--- config.mk ---
export PLATFORM = sky130hd
export DESIGN_NAME = command_dispatcher
export DESIGN_NICKNAME = d
export VERILOG_FILES = /design/src/rtl/llb_cmd_pkg.sv /design/src/rtl/resp_serializer.sv /design/src/rtl/command_dispatcher.sv
export SDC_FILE = /design/constraint.sdc
export NUM_CORES = 1
export LEC_CHECK = 0
export ABC_AREA = 1
export CAP_MARGIN = 10
export CORE_AREA = 2 2 226 228
export DETAILED_ROUTE_END_ITERATION = 10
export DIE_AREA = 0 0 228 230
export PLACE_DENSITY = 0.57
export SETUP_SLACK_MARGIN = 0.05
export SLEW_MARGIN = 40
export SYNTH_ARGS = -nofsm -noshare
export SYNTH_HDL_FRONTEND = slang
export SYNTH_SLANG_ARGS = --single-unit
--- constraint.sdc ---
create_clock -name clk -period 19.3 [get_ports clk]
set_input_delay 5.79 -clock clk [delete_from_list [all_inputs] [get_ports clk]]
set_output_delay 5.79 -clock clk [all_outputs]
set_load 0.02 [all_outputs]
--- src/rtl/llb_cmd_pkg.sv ---
// Command codes, response characters and FSM encoding shared by the frame
// handler and the dispatcher.
package llb_cmd_pkg;

    localparam logic [3:0] CMD_PING   = 4'd0;
    localparam logic [3:0] CMD_LOAD   = 4'd1;
    localparam logic [3:0] CMD_MINE   = 4'd2;
    localparam logic [3:0] CMD_STOP   = 4'd3;
    localparam logic [3:0] CMD_STATUS = 4'd4;

    localparam logic [7:0] CHAR_L    = 8'h4C;
    localparam logic [7:0] CHAR_BASE = 8'h30;
    localparam logic [7:0] RESP_ERR  = 8'h45;
    localparam logic [7:0] RESP_EXH  = 8'h46;

    typedef enum logic [2:0] {
        ST_IDLE,
        ST_DECODE,
        ST_HSTART,
        ST_HWAIT,
        ST_NEXT,
        ST_RESP
    } state_t;

    function automatic logic [7:0] nib_char(input logic [7:0] base, input logic [3:0] nib);
        return base + {4'h0, nib};
    endfunction

endpackage

--- src/rtl/resp_serializer.sv ---
// Emits 'L', a command character and up to eight payload nibbles (MSB first)
// over a valid/ready byte interface, then pulses done.
module resp_serializer #(
    parameter logic [7:0] CHAR_BASE = llb_cmd_pkg::CHAR_BASE
) (
    input  logic        clk,
    input  logic        rst,
    input  logic        load,
    input  logic [7:0]  cmd_char,
    input  logic [3:0]  nib_count,
    input  logic [31:0] payload,
    input  logic        tx_ready,
    output logic [7:0]  tx_byte,
    output logic        tx_valid,
    output logic        done
);
    import llb_cmd_pkg::*;

    logic [7:0]  tx_byte_reg;
    logic        tx_valid_reg;
    logic        done_reg;
    logic [7:0]  cmd_char_reg;
    logic        cmd_pending_reg;
    logic [3:0]  nib_left_reg;
    logic [31:0] payload_reg;

    always_ff @(posedge clk or posedge rst) begin
        if (rst) begin
            tx_byte_reg     <= 8'h00;
            tx_valid_reg    <= 1'b0;
            done_reg        <= 1'b0;
            cmd_char_reg    <= 8'h00;
            cmd_pending_reg <= 1'b0;
            nib_left_reg    <= 4'h0;
            payload_reg     <= 32'h0;
        end else begin
            done_reg <= 1'b0;
            if (load) begin
                tx_byte_reg     <= CHAR_L;
                tx_valid_reg    <= 1'b1;
                cmd_char_reg    <= cmd_char;
                cmd_pending_reg <= 1'b1;
                nib_left_reg    <= nib_count;
                payload_reg     <= payload;
            end else if (tx_valid_reg && tx_ready) begin
                // The byte on the bus was just taken; present the next one.
                if (cmd_pending_reg) begin
                    tx_byte_reg     <= cmd_char_reg;
                    cmd_pending_reg <= 1'b0;
                end else if (nib_left_reg != 4'h0) begin
                    tx_byte_reg  <= nib_char(CHAR_BASE, payload_reg[31:28]);
                    payload_reg  <= {payload_reg[27:0], 4'h0};
                    nib_left_reg <= nib_left_reg - 4'h1;
                end else begin
                    tx_byte_reg  <= 8'h00;
                    tx_valid_reg <= 1'b0;
                    done_reg     <= 1'b1;
                end
            end
        end
    end

    assign tx_byte  = tx_byte_reg;
    assign tx_valid = tx_valid_reg;
    assign done     = done_reg;

endmodule

--- src/rtl/command_dispatcher.sv ---
// Runs each decoded host frame: latches work, drives the hash core through a
// nonce search and returns an ASCII response frame.
module command_dispatcher #(
    parameter int          WORK_W    = 256,
    parameter int          NONCE_W   = 32,
    parameter int          WORK_NIB  = 64,
    parameter logic [7:0]  CHAR_BASE = 8'h30
) (
    input  logic               clk,
    input  logic               rst,
    input  logic               cmd_ready,
    input  logic [3:0]         command,
    input  logic [15:0]        data_count,
    input  logic [WORK_W-1:0]  buffer,
    output logic               hash_start,
    output logic [WORK_W-1:0]  hash_work,
    output logic [NONCE_W-1:0] hash_nonce,
    input  logic               hash_done,
    input  logic               hash_match,
    output logic [7:0]         tx_byte,
    output logic               tx_valid,
    input  logic               tx_ready,
    output logic               busy,
    output logic               mining
);
    import llb_cmd_pkg::*;

    state_t             state_reg;
    logic               cmd_ready_d_reg;
    logic [3:0]         cmd_reg;
    logic               load_ok_reg;
    logic [WORK_W-1:0]  work_reg;
    logic [NONCE_W-1:0] nonce_reg;
    logic               hash_start_reg;
    logic               ser_load_reg;
    logic [7:0]         ser_char_reg;
    logic [3:0]         ser_nib_reg;
    logic [31:0]        ser_payload_reg;
    logic               ser_done;

    logic               frame_rise;
    logic               searching;
    logic               stop_req;
    logic               count_ok;
    logic [NONCE_W-1:0] nonce_inc;

    assign frame_rise = cmd_ready && !cmd_ready_d_reg;
    assign searching  = (state_reg == ST_HSTART) || (state_reg == ST_HWAIT) ||
                        (state_reg == ST_NEXT);
    assign stop_req   = frame_rise && (command == CMD_STOP);
    assign count_ok   = (data_count == 16'(WORK_NIB));
    assign nonce_inc  = nonce_reg + NONCE_W'(1);

    always_ff @(posedge clk or posedge rst) begin
        if (rst) begin
            state_reg       <= ST_IDLE;
            cmd_ready_d_reg <= 1'b0;
            cmd_reg         <= 4'h0;
            load_ok_reg     <= 1'b0;
            work_reg        <= '0;
            nonce_reg       <= '0;
            hash_start_reg  <= 1'b0;
            ser_load_reg    <= 1'b0;
            ser_char_reg    <= 8'h00;
            ser_nib_reg     <= 4'h0;
            ser_payload_reg <= 32'h0;
        end else begin
            cmd_ready_d_reg <= cmd_ready;
            hash_start_reg  <= 1'b0;
            ser_load_reg    <= 1'b0;
            ser_nib_reg     <= 4'h0;
            ser_payload_reg <= 32'(nonce_reg);

            // A STOP frame outranks anything the hash core reports this cycle.
            if (searching && stop_req) begin
                ser_char_reg <= nib_char(CHAR_BASE, CMD_STOP);
                ser_load_reg <= 1'b1;
                state_reg    <= ST_RESP;
            end else begin
                case (state_reg)
                    ST_IDLE: begin
                        if (frame_rise) begin
                            cmd_reg     <= command;
                            load_ok_reg <= count_ok;
                            if (command == CMD_LOAD && count_ok)
                                work_reg <= buffer;
                            state_reg <= ST_DECODE;
                        end
                    end
                    ST_DECODE: begin
                        if (cmd_reg == CMD_MINE) begin
                            nonce_reg      <= '0;
                            hash_start_reg <= 1'b1;
                            state_reg      <= ST_HSTART;
                        end else begin
                            ser_load_reg <= 1'b1;
                            state_reg    <= ST_RESP;
                            case (cmd_reg)
                                CMD_PING:   ser_char_reg <= nib_char(CHAR_BASE, CMD_PING);
                                CMD_LOAD:   ser_char_reg <= load_ok_reg ?
                                                nib_char(CHAR_BASE, CMD_LOAD) : RESP_ERR;
                                CMD_STOP:   ser_char_reg <= nib_char(CHAR_BASE, CMD_STOP);
                                CMD_STATUS: begin
                                    ser_char_reg <= nib_char(CHAR_BASE, CMD_STATUS);
                                    ser_nib_reg  <= 4'd8;
                                end
                                default:    ser_char_reg <= RESP_ERR;
                            endcase
                        end
                    end
                    ST_HSTART: state_reg <= ST_HWAIT;
                    ST_HWAIT: begin
                        if (hash_done) begin
                            if (hash_match) begin
                                ser_char_reg <= nib_char(CHAR_BASE, CMD_MINE);
                                ser_nib_reg  <= 4'd8;
                                ser_load_reg <= 1'b1;
                                state_reg    <= ST_RESP;
                            end else begin
                                state_reg <= ST_NEXT;
                            end
                        end
                    end
                    ST_NEXT: begin
                        nonce_reg <= nonce_inc;
                        if (nonce_inc == '0) begin
                            ser_char_reg <= RESP_EXH;
                            ser_load_reg <= 1'b1;
                            state_reg    <= ST_RESP;
                        end else begin
                            hash_start_reg <= 1'b1;
                            state_reg      <= ST_HSTART;
                        end
                    end
                    ST_RESP: if (ser_done) state_reg <= ST_IDLE;
                    default: state_reg <= ST_IDLE;
                endcase
            end
        end
    end

    resp_serializer #(.CHAR_BASE(CHAR_BASE)) u_ser (
        .clk       (clk),
        .rst       (rst),
        .load      (ser_load_reg),
        .cmd_char  (ser_char_reg),
        .nib_count (ser_nib_reg),
        .payload   (ser_payload_reg),
        .tx_ready  (tx_ready),
        .tx_byte   (tx_byte),
        .tx_valid  (tx_valid),
        .done      (ser_done)
    );

    assign hash_start = hash_start_reg;
    assign hash_work  = work_reg;
    assign hash_nonce = nonce_reg;
    assign busy       = (state_reg != ST_IDLE);
    assign mining     = searching;

endmodule
Yosys cells after proc, flatten, opt, wreduce, memory -nomap -nowiden

Index checks and enable logic that the tools add are counted.

Word-level logic and storage cells: 123
ROM bits: 0
Latch bits: 0
Output and inout bits: 300
Bits in registers: 398
Bits in writable memories: 0
Memories kept: 0
Input port bits: 282

Reduce and logical (&&, ||, !) cells: 24
Mux-type cells: 56
Bitwise operators: 1
Multipliers: 0
Magnitude comparators: 0
Add/sub/neg operators: 3
Divide/modulo/power cells: 0
Shift operators: 0
Equality and inequality tests: 21

Operators by type and width:

| cell                    | number |
|---|---|
| $mux W32                | 5 |
| $mux W8                 | 9 |
| $pmux W32 S2            | 1 |
| $mux W4                 | 9 |
| $add A32 B1 Y32 const B | 1 |
| $logic_not A32 Y1       | 1 |
| $pmux W7 S4             | 1 |
| $pmux W8 S3             | 1 |
| $mux W1                 | 19 |
| $mux W3                 | 6 |
| $pmux W3 S6             | 1 |
| $eq A16 B7 Y1 const B   | 1 |
| $reduce_and A3 Y1       | 5 |
| $eq A4 B2 Y1 const B    | 3 |
| $ne A3 B2 Y1 const B    | 3 |
| $eq A4 B1 Y1 const B    | 2 |
| $pmux W4 S2             | 1 |
| $reduce_bool A4 Y1      | 2 |
| $add A6 B4 Y7 const A   | 1 |
| $mux W7                 | 1 |
| $eq A3 B2 Y1 const B    | 2 |
| $eq A3 B3 Y1 const B    | 2 |
| $ne A2 B2 Y1 const B    | 3 |
| $ne A3 B3 Y1 const B    | 2 |
| 16 further kinds        | 23 |

Depth between registers and ports, before layout

Gate-level depths: netlist of run 1.

Word-level depth: 6
Depth in mapped cells: 16
Depth with buffers taken out: 16

Modules after synthesis

From an unflattened synthesis of run 1, not the netlist that was laid out.

Cell total of the unflattened synthesis: 1368
Area total of the unflattened synthesis: 15956.6 um^2

Modules (own cells, without submodules):

| module             | times used | sequential area each (um^2) | area an instance (um^2) | cells an instance |
|---|---|---|---|---|
| command_dispatcher | 1          | 8433.1                      | 13496.7                 | 1076 |
| resp_serializer    | 1          | 1376.3                      | 2459.9                  | 292 |

Worst setup path after synthesis of run 1

Ideal clock, no wire load.

Path type: input-to-reg
From: input port cmd_ready
To: register work_reg[0] (netlist: hash_work[0])
Setup slack: 12.084 ns
Library setup time: 0.125 ns
Data required time: 19.175 ns
Data arrival time: 7.092 ns
Cell stages on the path: 9
Path buffers: 2
Path through: inv_1 or2_2 inv_1 nand2_2 nor2_1 nand2_1 buf_2 buf_2 mux2_2

Word-level cells in the longest chain between the ends: 5

Ends and longest elaborated chain:

| what                          | line                     | RTL |
|---|---|---|
| from (decl)                   | command_dispatcher.sv:11 | `input logic cmd_ready,` |
| $logic_and A1 B1 Y1 *         | command_dispatcher.sv:47 | `assign frame_rise = cmd_ready && !cmd_ready_d_reg;` |
| $logic_and A1 B1 Y1           | command_dispatcher.sv:50 | `assign stop_req = frame_rise && (command == CMD_STOP);` |
| $logic_and A1 B1 Y1           | command_dispatcher.sv:75 | `if (searching && stop_req) begin` |
| $not A1 Y1 (no line)          | --                       |  |
| $reduce_and A4 Y1 (no line) * | --                       |  |
| to (signal assigned)          | command_dispatcher.sv:86 | `work_reg <= buffer;` |
| to (decl)                     | command_dispatcher.sv:32 | `logic [WORK_W-1:0] work_reg;` |

Mark *: on every way between the ends. The rest lies on a longest branch, timed or not.
A chain may end at the register's enable or synchronous reset.

Worst setup path in the final report of run 1

From: input port cmd_ready
To: register work_reg[12] (netlist: hash_work[12])

Same word-level chain as after synthesis.

==> summary by stage, run 1 <==
Finish
Of the cells placed in the final design, the portion with a size suffix greater than 1 is 19.7%. The layout overhead on the synthesized area is 52.0%. The post-route standard cell area excluding fillers is 0.0238 mm^2. The final layout net count is 2158.

The register with the most flip-flops in the layout has 256 of them.

Timing
The number of hold violations in the final report is 0. The setup-violating endpoint count in the final report is 0. The transition time of the tightest slew-check pin is 0.810 ns.

For the finished layout, the period the worst path requires is 8.32 ns. Setup repair after global routing left no endpoint under its margin. The worst setup skew after layout is 0.0167 ns.

Static timing analysis puts the maximum clock frequency at 0.120 GHz. The max-slew headroom at the worst pin is 46.0%. Adding up every negative setup slack in the final design gives 0 ns.

The final-report max-slew violation count came to 0. Dividing the final minimum period by the clock period gives 43.1%.

Detailed routing
In this run the remaining antenna-violating nets after routing total 0. For this run, design rule violations remaining after detail routing come to 0. The sum of routed wire length over all layers is 54200 um.

The iteration-0 DRC count of the detailed router is 580. The routed layout has 12000 vias. The number of detailed-routing iterations run before antenna repair is 5. The routed via count divided by cell count is 4.63. The detailed-route wire length per cell is 21.0 um.

Yosys
The netlist area before placement is 0.0157 mm^2. The post-synthesis cell count is 1288. The fraction of post-synthesis cell area in the top cell type by area is 61.8%. Sorting the synthesized cells by how often they occur yields dfrtp_1, mux2_2, nand2_1. The share of async-settable or async-resettable flops after synthesis is 100%. The total number of yosys warnings is 0. The total nets after synthesis is 1573. Synthesis instantiated 40 different standard cells from the library. Sorting the synthesized cells by area gives the leading types as dfrtp_1, mux2_2, nand2_1.

Yosys mapped a number of flops with a built-in enable equal to 0. After synthesis, the mean cell area works out to 12.2 um^2. The most used flip-flop cell after synthesis is dfrtp_1. The number of register bits inferred by synthesis is 387. The part of the Yosys area used for sequential elements is 61.8%.

The library cell occupying the most area in the post-synthesis netlist is dfrtp_1. In the post-synthesis netlist, the cell with the most instances is dfrtp_1.

Floorplan
After floorplanning, the core was divided into 82 placement rows. The initial cell density of the core is 31.4%. The core region is 0.0499 mm^2. The I/O pin count is 582. The die area is 0.0524 mm^2.

The height of the chip is 230 um. In this run the horizontal extent of the chip is 228 um.

Global route
After global routing the overflow that remains totals 0. The first-pass GRT wire length is 81200 um. The maximum number of pins on one net before global-route repair is 148. The initial antenna violation count is 8. For this run, the total global-route usage over all layers was measured as 20.4%. The via count of the first global-routing pass is 12500.

Power
IR analysis of the VDD net gives a maximum drop of 0.0697 mV. In this run the static leakage power is 11.1 nW. The power density over the cells is 100 mW/mm^2.

Worst setup path
The sort of element at the start of the critical path is an input port. The required time at the worst-slack endpoint is 19.73 ns. The worst setup path is of the input port to register kind. For the worst setup path, the data arrival time is 8.75 ns. The nature of the critical path endpoint is a register. The number of cells on the worst reg-to-reg path is 9. In this run the worst path has a maximum fanout of 76.

Clocking
The number of instances resized during post-cts repair is 0. The H-tree generated during clock tree synthesis spans 2 levels. The number of buffers inserted by post-CTS setup repair is 0.

For the worst-skew pair, the clock arrives at the later sink with an insertion delay of 0.56 ns. The maximum root-to-sink buffer count is 3. The total clock buffers created by CTS is 45. The clock root buffer is clkbuf_16. The clock edge transition at the registers on the reported setup and hold paths is 0.06 ns. For this design, the CTS-stage hold fixing added 0 buffers. TritonCTS built the clock tree. The clock net sink count is 387.

Worst hold path
The min-delay analysis places its worst path in the category register to register. Along the worst hold path, the cell count comes to 0.

Status
The flow ran to the end, and the final reports show no timing, DRC or antenna violations.

Flow run
Max-cap violations in this run came to 0.

Place
The detailed placer's ending HPWL is 40700 um. Once placement finished, the instance area stood at 0.0222 mm^2. Buffers placed on the I/O ports in this run total 580.

The final weighted congestion in routability-driven placement is 0.863.
placed cells by master (no fill, tap or decap), types with 2 or more instances in the layout:
| cell type | Yosys | routed |
|---|---|---|
| xor2_1 | 6 | 6 |
| clkdlybuf4s50_1 | 0 | 580 |
| nor2_1 | 62 | 61 |
| ha_1 | 3 | 3 |
| a22o_1 | 4 | 4 |
| nand4_1 | 4 | 4 |
| o22ai_1 | 7 | 7 |
| buf_4 | 2 | 4 |
| nor2_2 | 5 | 5 |
| dfrtp_1 | 387 | 387 |
| o211ai_1 | 10 | 10 |
| nor3_1 | 9 | 9 |
| diode_2 | 0 | 7 |
| nand2_4 | 2 | 3 |
| a21oi_1 | 11 | 11 |
| o21ai_0 | 41 | 41 |
| nor2_4 | 12 | 13 |
| clkbuf_16 | 0 | 47 |
| clkbuf_1 | 19 | 12 |
| a22oi_1 | 19 | 19 |
| nand3_1 | 90 | 90 |
| mux2_2 | 256 | 256 |
| nand2_2 | 13 | 13 |
| nor4_1 | 4 | 4 |
| clkinv_2 | 0 | 4 |
| buf_6 | 0 | 4 |
| a32oi_1 | 2 | 2 |
| nand2_1 | 193 | 192 |
| o31ai_1 | 2 | 2 |
| and2_1 | 2 | 2 |
| clkbuf_8 | 0 | 10 |
| bufinv_16 | 0 | 6 |
| inv_1 | 80 | 78 |
final timing paths:
check                                 endpoint      startpoint  slack (ns)
setup / recovery                 hash_work[12]       cmd_ready       10.98
hold / removal             ser_payload_reg[31]  hash_nonce[31]        0.45
setup reg to reg                 hash_work[12]    state_reg[2]       16.06
hold reg to reg            ser_payload_reg[31]  hash_nonce[31]        0.45
max in group asynchronous        hash_work[58]             rst       11.92
min in group asynchronous        hash_work[28]             rst        5.72
power by group:
part / internal [mW] / total, mW / switching, mW / leakage [nW]
Clock: 0.560 / 0.898 / 0.339 / 0.767
Combinational: 0.200 / 0.503 / 0.302 / 5.04
Sequential: 0.905 / 0.990 / 0.0845 / 5.33
worst max-delay path: stages:
cell and delay (ns):
clkdlybuf4s50_1 0.42, inv_1 0.05, or2_2 0.10, inv_1 0.05, nand2_2 0.15, nor2_1 0.11, nand2_4 0.33, buf_6 0.60
buf_6 0.56, mux2_2 0.41
stage by stage:
| step | setup WS (ns) | utilization, % | std cells | hold WS [ns] | total power [mW] |
|---|---|---|---|---|---|
| finish | 10.98 | 47.8 | 2585 | 0.447 | 2.39 |
| global route | 10.81 | 47.8 | 2584 | 0.489 | 2.52 |
| CTS | 10.81 | 47.7 | 2577 | 0.451 | 2.42 |
| detailed placement | 10.22 | 44.5 | 2497 | 0.437 | 1.51 |
| global placement | 10.03 | 44.5 | 2497 | 0.433 | 1.50 |
| floorplan | 2.75 | - | 1288 | 0.437 | 1.28 |
routing by layer:
metal,track usage (%),part of all wire (%),vias up
li1,-,-,5539
met1,24.5,40,5949
met2,34.8,50,433
met3,6.39,8.0,58
met4,6.90,2.1,0
met5,0,0,-
area by class of cell:
type                    count  area, um^2
diodes                      7        17.5
clock inverters            12         218
well taps                 672         841
multi-input cells         767        5460
clock buffers              68        1350
fillers                  4609       26000
inverters                  81         317
repair buffers            591        5940
flip-flops and latches    387        9680
cell families (layout without fill, tap and decap cells):
group | after synthesis | count (layout) | share of synthesized area (%)
multiplexers | 256 | 256 | 18.4
AND/OR/NAND/NOR | 399 | 399 | 11.6
buffers and inverters | 134 | 752 | 3.48
XOR/XNOR | 7 | 7 | 0.391
AO/OA/AOI/OAI | 101 | 101 | 4.09
adder cells (fa/ha/maj) | 3 | 3 | 0.239
flip-flops | 387 | 387 | 61.8
other | 1 | 8 | 0.0239
Power figures use the tool's default switching activity.
==> inputs of run 2 (changes only) <==
- PLACE_DENSITY: 0.57 -> 0.59
- clock period: 19.3 -> 6.9 ns (I/O delays scaled with it)
==> run 2 against run 1 <==
Compared with the run above: routed wire length fell by 0.17%; core utilization rose by 0.11 points; sequential power rose to 2.8 times the previous value.
==> summary by stage, run 2 (synthesis gave the netlist of run 1 again) <==
Status
The flow ran to the end, and the final reports show no timing, DRC or antenna violations.

Place
The detailed placer's ending HPWL was 40800 um (+0.18%). The final weighted congestion in routability-driven placement came to 0.880 (+2.0%). The number of I/O port buffers is 580 (unchanged).

Worst setup path
STA classifies the critical path startpoint as a register. STA classifies the critical path endpoint as an output port. The register-to-register path setup slack is 4.10 ns (-11.96 ns).

The peak per-stage delay on the critical path is 0.65 ns (+0.05 ns). The largest fanout of any net on the critical path is 5 (-93%). The slowest stage of the critical path is the clkdlybuf4s50_1 cell. The path depth of the worst reg2reg path is 8 (-1). The arrival time reported for the critical path endpoint came to 2.21 ns (-6.54 ns). The worst setup path category is register to output port. The startpoint of the worst-slack reg-to-reg timing path is state_reg[2].

The required time at the worst-slack endpoint is 4.83 ns (-14.90 ns). The capture point of the worst reg-to-reg path is hash_nonce[7]. Traced cell by cell, the critical path runs through inv_1, nand3_1, nand2_1, or2_1, clkdlybuf4s50_1.

Global route
The all-layer global routing usage is 20.3% (-0.081 points). The first-pass GRT wire length is 81200 um (about the same). The initial antenna violation count is 5 (-3). The via count of the first global-routing pass came to 12600 (+0.89%).

The total grt overflow came to 0 (unchanged). The maximum number of pins on one net before global-route repair was 134 (-9.5%).

Timing
The final-report max-slew violation count is 0 (unchanged). Of the available clock period, the critical path in the final layout requires 62.0%. The setup-violating endpoint count in the final report is 0 (unchanged).

The worst hold margin is 0.461 ns (+0.0135 ns). The timing-limited maximum frequency is 0.234 GHz. The number of hold violations in the final report is 0 (unchanged). After layout, the minimum clock period comes to 4.28 ns.

The transition time of the tightest slew-check pin was 0.788 ns (-0.0212 ns). Setup repair after global routing left no endpoint under its margin. The worst setup skew after layout is 0.0215 ns (+0.00480 ns).

The max-slew headroom at the worst pin came to 47.3% (+1.2 points).

Finish
The share of layout cells above drive strength 1 is 20.0% (+0.29 points). The filler cell count is 4562 (-1.0%). The library cells used most frequently in the layout, excluding fill and tap cells, are clkdlybuf4s50_1, dfrtp_1, mux2_2. Leaving out fill and tap cells, the most frequent cell in the layout is clkdlybuf4s50_1. The flip-flop count of the largest register, all copies and words added is 256 (unchanged). The share of the core filled with cells is 47.9% (+0.11 points). The final layout net count is 2161 (+0.14%). The combined area of the multi-input logic cells was 0.00546 mm^2 (unchanged). The storage element area was 0.00968 mm^2 (unchanged).

The area growth from synthesis to layout is 52.3%.

Floorplan
The row count came to 82 (unchanged). The die width was 228 um (unchanged). The die area was 0.0524 mm^2 (unchanged). The height of the chip is 230 um (unchanged).

The area inside the core boundary is 0.0499 mm^2 (unchanged). The initial cell density of the core is 31.4% (unchanged). The I/O pin count is 582 (unchanged).

Power
The worst IR drop on VDD is 0.209 mV (+200%). The power density over the cells is 283 mW/mm^2 (+180%). The static leakage power is 11.2 nW (about the same).

Clocking
The clock latency at the later pin of the worst-skew pair is 0.58 ns (+0.02 ns). The total clock buffers created by CTS was 45 (unchanged). The maximum root-to-sink buffer count is 3 (unchanged).

The number of H-tree branching levels is 2 (unchanged). The clock net sink count is 387 (unchanged). The clock edge transition at the registers on the reported setup and hold paths is 0.06 ns (about the same). The total of hold buffers inserted after clock tree synthesis came to 0 (unchanged). TritonCTS built the clock tree. The number of instances resized during post-cts repair is 0 (unchanged).

The clock root buffer is clkbuf_16. The number of buffers inserted by post-CTS setup repair is 0 (unchanged).

Detailed routing
The number of nets still failing antenna checks after routing is 0 (unchanged). The routed via count divided by cell count was 4.69 (+1.1%). The post-route DRC violation count was 0 (unchanged). The routed via count came to 12100 (+1.1%). The sum of routed wire length over all layers was 54100 um (-0.17%).

The iteration-0 DRC count of the detailed router was 688 (+19%). The detailed-route wire length per cell is 20.9 um (-0.17%). The number of detailed-routing iterations run before antenna repair is 5 (unchanged).

Worst hold path
In this run the most critical hold path is launched from hash_nonce[31]. The sink of the worst hold path is ser_payload_reg[31]. The instance count along the most critical hold path is 0 (unchanged). The worst min-delay path category is register to register.

Flow run
The reported max-cap violation count is 0 (unchanged).
-- run 2: changes by cell type in the layout (fill, tap and decap cells not counted) --
cell,delta
buf_12,+2
clkbuf_1,-4
inv_6,-1
clkbuf_16,-1
clkinv_2,-2
diode_2,-2
clkinvlp_4,+6
bufinv_16,+2
clkbuf_8,-2
buf_4,+6
buf_6,-4
-- run 2: area by class of cell --
type | count | share of cell area [%]
diodes | 5 | 0.0524
well taps | 672 | 3.52
clock buffers | 62 | 5.41
flip-flops and latches | 387 | 40.6
inverters | 81 | 1.29
clock inverters | 17 | 1.31
multi-input cells | 767 | 22.9
repair buffers | 594 | 25.0
-- run 2: worst max path at each step --
stage | from | slack (ns) | cells after the start | end
after floorplan | rst | -0.37 | 1 | cmd_ready_d_reg
after global placement | cmd_ready | 2.08 | 10 | hash_nonce[31]
after detailed placement | cmd_ready | 2.10 | 9 | hash_work[13]
after CTS | state_reg[2] | 2.60 | 5 | mining
after global routing | state_reg[2] | 2.50 | 5 | mining
final | state_reg[2] | 2.62 | 5 | mining
-- run 2: report_power, final --
| part | internal, mW | switching [mW] | total [mW] |
|---|---|---|---|
| Clock | 1.61 | 0.985 | 2.59 |
| Sequential | 2.53 | 0.227 | 2.76 |
| Combinational | 0.562 | 0.852 | 1.41 |
-- run 2: layer usage --
| layer | track usage [%] | vias up | share of wire [%] |
|---|---|---|---|
| met5 | 0 | - | 0 |
| met4 | 5.27 | 0 | 2.0 |
| met3 | 7.14 | 69 | 8.8 |
| met2 | 34.9 | 478 | 50 |
| met1 | 24.3 | 6019 | 39 |
| li1 | - | 5546 | - |
-- run 2: through the flow --
step / setup TNS [ns] / setup WS (ns) / power, mW / instance area, um^2 / std cells
after global placement: 0 / 2.08 / 4.19 / 22200 / 2500
after CTS: 0 / 2.60 / 6.85 / 23900 / 2580
after detailed placement: 0 / 2.10 / 4.22 / 22300 / 2501
after global routing: 0 / 2.50 / 7.13 / 23900 / 2585
final: 0 / 2.62 / 6.76 / 23900 / 2585
after floorplan: -144.71 / -0.374 / 3.57 / 15700 / 1288
-- run 2: worst max-delay path: cells and delay by family, from the launching register on --
kind	cells	cell delay, ns
DFF	1	0.43
and+or+nand+nor	3	0.43
buffers and inverters	2	0.77
==> inputs of run 3 (changes only) <==
- PLACE_DENSITY: 0.59 -> 0.57
- clock period: 6.9 -> 4.3 ns (I/O delays scaled with it)
==> run 3 against run 2 <==
Compared with the run above: setup slack worse by 1.8 ns; combinational power up 62%; routed wire length up 1.8%; register-to-register slack worse by 2.3 ns; cell area down 0.14%; via count down 0.92%; non-clock buffer count up 8; largest cell class unchanged; largest power group unchanged.
==> summary by stage, run 3 (synthesis gave the netlist of run 1 again) <==
Worst setup path
The largest fanout of any net on the critical path is 5 (unchanged). The required time at the worst-slack endpoint is 3.01 ns (-1.82 ns). The path depth of the worst reg2reg path is 15 (+7). STA classifies the critical path endpoint as an output port. The arrival time reported for the critical path endpoint is 2.16 ns (-0.05 ns). The worst setup path category is register to output port. STA classifies the critical path startpoint as a register.

Timing
The number of hold violations in the final report was 0 (unchanged). Setup repair after global routing left no endpoint under its margin. The worst hold margin is 0.477 ns (+0.0163 ns). The minimum setup slack in the final design is 0.854 ns (-1.77 ns). The sum of negative setup slack is 0 ns (unchanged). The transition time of the tightest slew-check pin is 0.572 ns (-0.217 ns). The worst setup skew after layout came to 0.0162 ns (-0.00532 ns). The setup-violating endpoint count in the final report is 0 (unchanged). The final-report max-slew violation count is 0 (unchanged). The final cycle utilization of the critical path is 80.1%.

After layout, the minimum clock period comes to 3.45 ns. The max-slew headroom at the worst pin was 61.6% (+14 points). The timing-limited maximum frequency is 0.290 GHz.

Place
The number of I/O port buffers is 580 (unchanged). The detailed placer's ending HPWL is 42400 um (+3.9%). The placement-stage worst setup slack is 0.557 ns (-1.54 ns).

The final weighted congestion in routability-driven placement is 0.898 (+2.0%). The placed cell count is 2509 (+0.32%).

Clocking
The number of instances resized during post-cts repair is 0 (unchanged). The total clock buffers created by CTS is 45 (unchanged). The clock root buffer is clkbuf_16.

The clock latency at the later pin of the worst-skew pair is 0.56 ns (-0.02 ns). The number of H-tree branching levels is 2 (unchanged). The total of hold buffers inserted after clock tree synthesis is 0 (unchanged). The clock edge transition at the registers on the reported setup and hold paths came to 0.06 ns (about the same). The CTS tree is built. The number of buffers inserted by post-CTS setup repair is 0 (unchanged).

The clock net sink count is 387 (unchanged). The maximum root-to-sink buffer count is 3 (unchanged).

Floorplan
The I/O pin count was 582 (unchanged). The height of the chip was 230 um (unchanged). The initial cell density of the core is 31.4% (unchanged). The die area is 0.0524 mm^2 (unchanged). The area inside the core boundary is 0.0499 mm^2 (unchanged).

The die width is 228 um (unchanged). The row count is 82 (unchanged).

Finish
The final layout net count came to 2169 (+0.37%). The leading cell type in the layout, fill and taps excluded is clkdlybuf4s50_1. The number of cells in the finished layout apart from fillers was 2594 (+0.35%). The layout overhead on the synthesized area is 52.1%.

The share of layout cells above drive strength 1 is 20.3% (+0.30 points). The library cells used most frequently in the layout, excluding fill and tap cells, are clkdlybuf4s50_1, dfrtp_1, mux2_2. The filler cell count came to 4621 (+1.3%). The flip-flop count of the largest register, all copies and words added came to 256 (unchanged).

The share of the core filled with cells came to 47.8% (-0.068 points).

Worst hold path
In this run the worst hold path is classified as register to register. The instance count along the most critical hold path is 2 (+2).

Status
The flow ran to the end, and the final reports show no timing, DRC or antenna violations.

Detailed routing
The number of nets still failing antenna checks after routing is 0 (unchanged). The iteration-0 DRC count of the detailed router is 611 (-11%). The sum of routed wire length over all layers is 55000 um (+1.8%).

The routed via count was 12000 (-0.92%). The post-route DRC violation count is 0 (unchanged). Signal routing reaches up to met5.

The amount of wire on met2 after detailed routing is 26800 um (-1.1%). The detailed-route wire length per cell is 21.2 um (+1.4%). The routed metal-1 wire length is 22100 um (+4.8%).

The detailed route wirelength on metal3 is 4600 um (-3.5%). The number of detailed-routing iterations run before antenna repair was 5 (unchanged). The routed via count divided by cell count came to 4.63 (-1.3%).

Power
The share of total power in combinational logic is 21.7% (+0.8 points). The power spent charging and discharging nets is 3.27 mW (+59%). The cell internal power dissipation is 7.22 mW (+54%). The register share of total power came to 42.2% (+1.4 points). The power density over the cells is 440 mW/mm^2 (+55%). The static leakage power is 11.2 nW (about the same). The worst IR drop on VDD is 0.252 mV (+21%). The proportion of total power due to net switching was 31.2% (+0.69 points).

The portion of total power attributed to the clock network is 36.1% (-2.2 points).

Global route
The via count of the first global-routing pass is 12500 (-0.83%). The maximum number of pins on one net before global-route repair came to 100 (-25%). The all-layer global routing usage is 20.8% (+0.49 points). The total grt overflow is 0 (unchanged).

The first-pass GRT wire length is 82100 um (+1.2%). The initial antenna violation count was 8 (+3).

Flow run
The reported max-cap violation count was 0 (unchanged).
==> run 3: cell types whose count changed in the layout (fill, tap and decap cells not counted), moves of 2 or more <==
cell,delta
clkinv_2,+4
clkbuf_1,-3
clkinvlp_4,-2
diode_2,+3
buf_4,+5
buf_12,+3
bufinv_16,-7
clkbuf_8,+5
==> run 3: metal layers <==
metal  global-route usage [%]  vias to the layer above
met5                        0                        -
met4                     7.76                        2
met3                     6.97                       82
met2                     34.1                      440
met1                     25.6                     5934
li1                         -                     5542
==> run 3: final timing paths <==
kind,start,end,slack [ns]
max,state_reg[2],mining,0.85
max reg2reg,hash_nonce[0],ser_char_reg[0],1.83
min reg2reg,ser_payload_reg[14],u_ser.payload_reg[14],0.48
min in group asynchronous,rst,hash_work[76],1.02
min,ser_payload_reg[14],u_ser.payload_reg[14],0.48
max in group asynchronous,rst,hash_work[75],2.14
==> run 3: metrics by stage <==
step | power [mW] | cell area [um^2]
finish | 10.5 | 23800
global route | 11.1 | 23800
CTS | 10.6 | 23800
detailed placement | 6.78 | 22400
global placement | 6.74 | 22300
floorplan | 5.73 | 15700
==> run 3: layout make-up <==
cell class	count	area, um^2	share of cell area, %
diodes	8	20.0	0.0840
multi-input cells	767	5450	22.9
clock inverters	13	124	0.519
repair buffers	602	6070	25.4
inverters	81	308	1.29
well taps	672	841	3.53
flip-flops and latches	387	9680	40.6
clock buffers	64	1350	5.66
==> run 3: power by group through the flow <==
stage          Combinational, mW  Clock, mW  Sequential [mW]
6_report                    2.28       3.79             4.43
5_1_grt                     2.53       4.04             4.49
4_1_cts                     2.30       3.90             4.43
3_5_place_dp                2.29          0             4.49
3_3_place_gp                2.26          0             4.49
2_1_floorplan               1.24          0             4.49
==> run 3: critical path, stage by stage (launching register included) <==
cell             delay (ns)
dfrtp_1                0.42
nor3_1                 0.30
or2_1                  0.20
clkdlybuf4s50_1        0.67
